<file path="config.mk">
export PLATFORM = sky130hd
export DESIGN_NAME = lut_loader
export DESIGN_NICKNAME = d
export VERILOG_FILES = /design/src/rtl/lut_loader_pkg.sv /design/src/rtl/lut_loader_ram.sv /design/src/rtl/lut_loader.sv
export SDC_FILE = /design/constraint.sdc
export NUM_CORES = 2
export LEC_CHECK = 0
export CAP_MARGIN = 10
export CORE_UTILIZATION = 59
export CTS_CLUSTER_SIZE = 10
export DETAILED_ROUTE_END_ITERATION = 7
export HOLD_SLACK_MARGIN = 0.02
export PLACE_DENSITY = 0.82
export SYNTH_ARGS = -nofsm -noshare
export SYNTH_HDL_FRONTEND = slang
export SYNTH_SLANG_ARGS = --single-unit
</file>
<file path="constraint.sdc">
create_clock -name clk_sig -period 4 [get_ports clk_sig]
set_input_delay 0.4 -clock clk_sig [delete_from_list [all_inputs] [get_ports clk_sig]]
set_output_delay 0.4 -clock clk_sig [all_outputs]
set_load 0.03 [all_outputs]
</file>
<file path="src/rtl/lut_loader_pkg.sv">
// Shared types and constants for the LUT loader: FSM state encoding and checksum width.
package lut_loader_pkg;

   typedef enum logic [1:0] {
      IDLE = 2'd0,
      LOAD = 2'd1,
      DONE = 2'd2
   } state_t;

   localparam int unsigned CHECKSUM_W = 16;

endpackage

</file>
<file path="src/rtl/lut_loader_ram.sv">
// Table storage for lut_loader: one synchronous write port, one asynchronous read port, no reset.
module lut_ram #(
   parameter  int unsigned WIDTH  = 8,
   parameter  int unsigned DEPTH  = 256,
   localparam int unsigned ADDR_W = $clog2(DEPTH)
) (
   input  logic              clk_sig,
   input  logic              we_sig,
   input  logic [ADDR_W-1:0] wr_addr_sig,
   input  logic [WIDTH-1:0]  wr_data_sig,
   input  logic [ADDR_W-1:0] addr_sig,
   output logic [WIDTH-1:0]  q_sig
);

   logic [WIDTH-1:0] mem [DEPTH];

   always_ff @(posedge clk_sig) begin
      if (we_sig) mem[wr_addr_sig] <= wr_data_sig;
   end

   // Same-cycle read of the entry being written sees the old content.
   assign q_sig = mem[addr_sig];

endmodule

</file>
<file path="src/rtl/lut_loader.sv">
// Streams a full table of samples into lut_ram after a start pulse.
// Optional running checksum of accepted samples: define LUT_LOADER_CHECKSUM_EN.
module lut_loader
   import lut_loader_pkg::*;
#(
   parameter  int unsigned WIDTH  = 8,
   parameter  int unsigned DEPTH  = 256,
   localparam int unsigned ADDR_W = $clog2(DEPTH)
) (
   input  logic                  clk_sig,
   input  logic                  rst_n_sig,
   input  logic                  start_sig,
   input  logic [WIDTH-1:0]      s_data_sig,
   input  logic                  s_valid_sig,
   output logic                  s_ready_sig,
   output logic                  busy_sig,
   output logic                  done_sig,
   input  logic [ADDR_W-1:0]     rd_addr_sig,
   output logic [WIDTH-1:0]      rd_q_sig,
   output logic [CHECKSUM_W-1:0] checksum_sig
);

   localparam logic [ADDR_W-1:0] LAST_ADDR = ADDR_W'(DEPTH - 1);

   state_t            state;
   logic [ADDR_W-1:0] wr_addr;
   logic              accept;

   // A start pulse always wins over a same-cycle beat.
   assign s_ready_sig = (state == LOAD) && !start_sig;
   assign accept      = s_valid_sig && s_ready_sig;

   always_ff @(posedge clk_sig or negedge rst_n_sig) begin
      if (!rst_n_sig) begin
         state    <= IDLE;
         wr_addr  <= '0;
         busy_sig <= 1'b0;
         done_sig <= 1'b0;
      end else if (start_sig) begin
         state    <= LOAD;
         wr_addr  <= '0;
         busy_sig <= 1'b1;
         done_sig <= 1'b0;
      end else begin
         case (state)
            LOAD: begin
               if (accept) begin
                  if (wr_addr == LAST_ADDR) begin
                     state    <= DONE;
                     busy_sig <= 1'b0;
                     done_sig <= 1'b1;
                  end else begin
                     wr_addr <= wr_addr + 1'b1;
                  end
               end
            end
            DONE: begin
               state    <= IDLE;
               done_sig <= 1'b0;
            end
            default: begin
               state    <= IDLE;
               busy_sig <= 1'b0;
               done_sig <= 1'b0;
            end
         endcase
      end
   end

`ifdef LUT_LOADER_CHECKSUM_EN
   logic [CHECKSUM_W-1:0] checksum;

   always_ff @(posedge clk_sig or negedge rst_n_sig) begin
      if (!rst_n_sig)  checksum <= '0;
      else if (start_sig) checksum <= '0;
      else if (accept) checksum <= checksum + CHECKSUM_W'(s_data_sig);
   end

   assign checksum_sig = checksum;
`else
   assign checksum_sig = '0;
`endif

   lut_ram #(
      .WIDTH (WIDTH),
      .DEPTH (DEPTH)
   ) u_ram (
      .clk_sig     (clk_sig),
      .we_sig      (accept),
      .wr_addr_sig (wr_addr),
      .wr_data_sig (s_data_sig),
      .addr_sig    (rd_addr_sig),
      .q_sig       (rd_q_sig)
   );

endmodule

</file>
; ---- Word level (Yosys, flattened, before mapping)
; Memories as Yosys holds them, arrays and structs flattened.
; Cells that the tools add are included.
[classes]
shift = 0
n_reduce_logical = 8
n_eq_ne = 7
n_lt_le_gt_ge = 0
mux = 18
addsub = 1
n_mul = 0
div_mod_pow = 0
bitwise = 0
[ops]
columns = cell, count
row1 = $mux 8, 4
row2 = $mux 1, 9
row3 = $add 8x1->8 const B, 1
row4 = $eq 8x8->1 const B, 1
row5 = $mux 2, 4
row6 = $reduce_and 3->1, 2
row7 = $ne 2x2->1 const B, 2
row8 = $reduce_bool 2->1, 2
row9 = $ne 3x2->1 const B, 1
row10 = $ne 3x3->1 const B, 1
row11 = $eq 2x1->1 const B, 1
row12 = $eq 2x2->1 const B, 1
row13 = $logic_and 1x1->1, 2
row14 = $pmux 1 s2, 1
row15 = $reduce_and 2->1, 1
row16 = $logic_not 1->1, 1
[totals]
in_bits = 20
ff_bits = 12
mem_count = 1
out_inout_bits = 27
mem_bits_rw = 2048
word_cells = 39
mem_bits_ro = 0
latch_bits = 0
[memory_table]
columns = memory, words, width, rd, rd_clocked_by_memory_dff, write_ports, line_no
row1 = u_ram.mem, 256, 8, 1, 0, 1, lut_loader_ram.sv:15  ; logic [WIDTH-1:0] mem [DEPTH];

; ---- Longest topological paths before layout
[depth]
depth_word = 6
depth_mapped = 11
mapped_depth_nobuf = 7

; ---- By module
; From an unflattened synthesis, not the netlist that was laid out.
[unflattened]
hier_cells = 3802
hier_area_um2 = 80119.3
[modules_own_cells]
columns = mod, cells_each, area_each_um2, seq_area_each_um2, instances
row1 = lut_ram, 3725, 79396.1, 61499.0, 1
row2 = lut_loader, 77, 723.2, 275.3, 1

; ---- Worst setup path after synthesis
; No wires, ideal clock.
[synth_path]
path_kind = input port to output port
startpoint = in rd_addr_sig[0]
endpoint = out rd_q_sig[6]
path_buffers = 5
path_slack_ps = 939
required_time_ps = 3600
arrival_ps = 2661
path_stages = 11
cell_sequence = buf_6 > buf_12 > buf_12 > buf_12 > buf_12 > mux2i_1 > o221ai_2 > o21ai_1 > a21oi_1 > nor3_1 > nor4_1
[synth_between]
elab_chain_cells = 1
[synth_rtl]
columns = item, line_no
row1 = start: declaration, lut_loader.sv:18  ; input logic [ADDR_W-1:0] rd_addr_sig,
row2 = $mem_v2 256x8, -
row3 = end: declaration, lut_loader.sv:19  ; output logic [WIDTH-1:0] rd_q_sig,
; No other way between the ends.

; ---- Worst setup path in the final report
[layout_path]
startpoint = in rd_addr_sig[7]
endpoint = out rd_q_sig[3]
; The elaborated chain is that of the path after synthesis.

==> results.py <==
metrics = {
    "run_status": {
        "outcome": "finished with violations",
        "violations": "setup timing",
    },
    "hold_path": {
        "hp-class": "input pin to register",
    },
    "route": {
        "drt-wirelength-per-cell_um": 34.0,
        "first_iter_violations": 6798,
        "final_antenna_net_count": 0,
        "drt-total-wl_um": 206000,
        "vias_per_cell": 7.11,
        "drc": 0,
        "dr.pass1.iters": 6,
        "vias": 43000,
    },
    "synth": {
        "netlist_area_um2": 80200,
        "yosysUniqueCellTypes": 71,
        "synthFlopType": "edfxtp_1",
        "ys_ff_latch": 2059,
        "ys_seq_area_frac": 0.770,
        "ys_warn_count": 0,
        "synth.top_cell.area_share": 0.766,
        "avgSynthCellArea_um2": 20.6,
        "synth_largest_area_cell": "edfxtp_1",
        "async_flop_share": 0.00534,
        "synthTopCellsByArea": "edfxtp_1 77%, mux4_2 11%, mux2i_1 2.7%, nor2_1 1.4%, a22oi_1 1.3%",
        "syn-instance-count": 3886,
        "synth_edf_count": 2048,
    },
    "die": {
        "die_area_um2": 137000,
        "die_w_um": 371,
        "core-area_um2": 134000,
        "io_pins": 47,
        "dieHeight_um": 371,
        "start_util": 0.598,
        "rows": 134,
    },
    "timing": {
        "fmax_mhz": 246,
        "max_slew_margin": 0.226,
        "setup_violations": 2,
        "final-hold-violation-count": 0,
        "fin_crit_ns": 4.06,
        "finalCritPeriodShare": 1.02,
        "finalSetupTns_ns": -0.101,
        "skew_ns": 0.0368,
        "rsz0062_at_grt": "false",
        "tightest_slew_ns": 1.16,
        "drv_slew": 0,
        "finalWorstSetupSlack_ns": -0.0621,
    },
    "setup_path": {
        "cp.arrival_ns": 3.66,
        "worstSetupStartpoint": "rd_addr_sig[7]",
        "critical-path-slowest-cell": "clkdlybuf4s50_1",
        "regToRegSetupSlack_ns": 0.39,
        "start_kind": "input pin",
        "critical_path_class": "input pin to primary output",
        "r2r_cells": 7,
        "path_max_fanout": 8,
        "cp_top_family": "compound AO/OA/AOI/OAI gates",
        "reg2reg_from": "state[1]$_DFFE_PN0P_",
        "path_cells": "clkdlybuf4s50_1 > nor4b_1 > a221oi_1 > o21ai_1 > o22ai_1 > o22ai_2 > nor3_1 > buf_4",
        "end_kind": "primary output",
        "cp_num_cells": 8,
        "required_ns": 3.60,
        "critPathMaxStageDelay_ns": 0.86,
        "timing.rr.end": "u_ram.mem[35][7]$_DFFE_PP_",
        "cp-endpoint": "rd_q_sig[3]",
        "critical_path_buf_inv_count": 2,
    },
    "flow_run": {
        "max_cap_viol_count": 0,
    },
    "power": {
        "powerDensity_nw_per_um2": 488,
        "leakagePower_nw": 28.8,
        "vdd_drop_max_v": 0.000437,
        "fin_total_pwr_mw": 44.1,
    },
    "global_routing": {
        "overflow": 0,
        "grt_max_degree": 155,
        "antenna_found_initial": 5,
        "grt_pass1_wl_um": 296000,
        "grt_util_all_layers": 0.301,
        "grt_pass1_vias": 43400,
    },
    "placed_design": {
        "portBuffers": 30,
        "hpwl_um": 119000,
        "place_congestion": 0.928,
        "dp_slack_ns": -0.191,
    },
    "cells_and_area": {
        "fin_nets": 4251,
        "area_delta_synth_final_pct": 12.5,
        "final_util": 0.673,
        "drive_gt1_frac": 0.238,
    },
    "clock_network": {
        "cts-buffers-inserted": 224,
        "cts_tree": "built",
        "cts_htree_levels": 4,
        "clk_latency_ns": 0.84,
        "cts_sinks": 2059,
        "cts_buffer_depth": 3,
        "clk_pin_slew_ns": 0.06,
        "cts_root_buffer": "clkbuf_16",
        "postCtsSetupBuffers": 0,
    },
}
[sequential cells by signal, indices dropped and copies added (netlist names)]
register / count
state: 2
busy_sig: 1
u_ram.mem: 2048
wr_addr: 8
[placed cells by master (no fill, tap or decap), types with 6 or more instances in the layout]
| cell | Yosys | routed |
|---|---|---|
| mux2i_1 | 220 | 220 |
| nor2b_1 | 18 | 14 |
| clkbuf_8 | 0 | 8 |
| nor4_1 | 15 | 12 |
| nand2_1 | 43 | 42 |
| o221ai_1 | 33 | 33 |
| a22o_1 | 28 | 28 |
| nand4_1 | 10 | 10 |
| o22ai_1 | 45 | 43 |
| nand2b_1 | 7 | 6 |
| o21ai_0 | 35 | 35 |
| clkbuf_1 | 86 | 41 |
| a22oi_1 | 140 | 140 |
| dfrtp_1 | 11 | 11 |
| a211oi_1 | 11 | 11 |
| buf_4 | 40 | 289 |
| buf_12 | 11 | 45 |
| nor2_1 | 294 | 292 |
| clkbuf_16 | 0 | 230 |
| a221oi_1 | 38 | 37 |
| clkdlybuf4s50_1 | 0 | 9 |
| and3_1 | 9 | 9 |
| mux4_2 | 397 | 397 |
| a21oi_1 | 90 | 90 |
| nor3_1 | 28 | 27 |
| conb_1 | 1 | 16 |
| nor4_2 | 6 | 9 |
| o21ai_1 | 8 | 8 |
| nand3_1 | 20 | 20 |
| edfxtp_1 | 2048 | 2048 |
[power breakdown]
part	leakage, nW	switching (mW)	internal, mW
registers	18.5	0.00597	23.7
clock network	2.96	7.81	10.2
logic	7.29	1.47	0.812
total	28.8	9.29	34.8
[cell usage after synthesis, types with 4 or more instances]
| library cell | instances |
|---|---|
| nor4_2 | 6 |
| nand4_1 | 10 |
| nand2b_1 | 7 |
| o22ai_1 | 45 |
| and2_1 | 4 |
| ha_1 | 4 |
| nor3_1 | 28 |
| nor2b_1 | 18 |
| buf_12 | 11 |
| buf_1 | 6 |
| xor2_1 | 5 |
| mux2i_1 | 220 |
| edfxtp_1 | 2048 |
| clkbuf_1 | 86 |
| a22oi_1 | 140 |
| o2111ai_1 | 4 |
| a22o_1 | 28 |
| mux4_2 | 397 |
| buf_6 | 22 |
| nor2_1 | 294 |
| o31ai_1 | 4 |
| o21ai_1 | 8 |
| nor4_1 | 15 |
| o221ai_1 | 33 |
| buf_4 | 40 |
| nand3_1 | 20 |
| dfrtp_1 | 11 |
| a211oi_1 | 11 |
| buf_2 | 74 |
| buf_8 | 16 |
| and3_1 | 9 |
| a221oi_1 | 38 |
| o21ai_0 | 35 |
| inv_1 | 5 |
| nand2_1 | 43 |
| or2_2 | 4 |
| a21oi_1 | 90 |
[per-stage QoR]
step                cells  area (um2)  hold WS (ns)
finish               6053       90300        0.0656
detailed placement   5768       84100         0.502
global placement     5768       84100         0.486
floorplan            3901       80300         0.104
CTS                  6050       90300        0.0244
global route         6051       90300        0.0491
[cells by family (layout without fill, tap and decap cells)]
| group | Yosys count | in the layout | share of synthesized area |
|---|---|---|---|
| other | 1 | 19 | 0.0000467 |
| buffers and inverters | 263 | 644 | 0.0219 |
| XOR/XNOR | 7 | 7 | 0.000764 |
| multiplexers | 623 | 623 | 0.140 |
| AO/OA/AOI/OAI | 455 | 455 | 0.0398 |
| AND/OR/NAND/NOR | 474 | 474 | 0.0267 |
| flip-flops | 2059 | 2059 | 0.770 |
| adder cells (fa/ha/maj) | 4 | 4 | 0.000624 |
[what timing repair did]
item | 4_1_cts | 5_1_grt
endpoints found under the hold margin | 11 | 0
endpoints found under the setup margin | 4 | 1
resized for setup | 6 | 1
hold buffers | 1 | 0
cloned | 0 | 0
[worst min path at each step]
| stage | from | endpoint | slack (ns) | cells past startpoint |
|---|---|---|---|---|
| 3_3_place_gp | busy_sig$_DFFE_PN0P_ | busy_sig$_DFFE_PN0P_ | 0.49 | 1 |
| 5_1_grt | s_data_sig[3] | u_ram.mem[93][3]$_DFFE_PP_ | 0.05 | 1 |
| 2_1_floorplan | rst_n_sig | busy_sig$_DFFE_PN0P_ | 0.10 | 0 |
| 6_report | s_data_sig[3] | u_ram.mem[93][3]$_DFFE_PP_ | 0.07 | 1 |
| 3_5_place_dp | busy_sig$_DFFE_PN0P_ | busy_sig$_DFFE_PN0P_ | 0.50 | 1 |
| 4_1_cts | s_data_sig[3] | u_ram.mem[93][3]$_DFFE_PP_ | 0.02 | 1 |
[per-layer routing]
metal,vias up,track usage,routed length (um)
li1,16700,-,-
met1,21800,0.392,70300
met2,3674,0.476,98000
met3,777,0.0785,25700
met5,-,0,57
met4,8,0.148,11700
[worst register-to-register path, cell delays in order, from the launching register on]
cell and delay, ns:
dfrtp_1 0.41, nor2b_1 0.12, buf_4 0.16, nor2b_1 0.55, and3_1 0.32, nand2_1 0.44
buf_4 0.42, nor2_1 0.80
[layout make-up]
class | instances | area, um2
sequential | 2059 | 61800
fill | 7676 | 43800
multi-input combinational | 1579 | 16900
clock buffer | 271 | 5910
timing repair buffer | 357 | 3330
tap | 1768 | 2210
clock inverter | 10 | 181
inverter | 6 | 22.5
antenna | 3 | 7.51
Power figures use the tool's default switching activity.
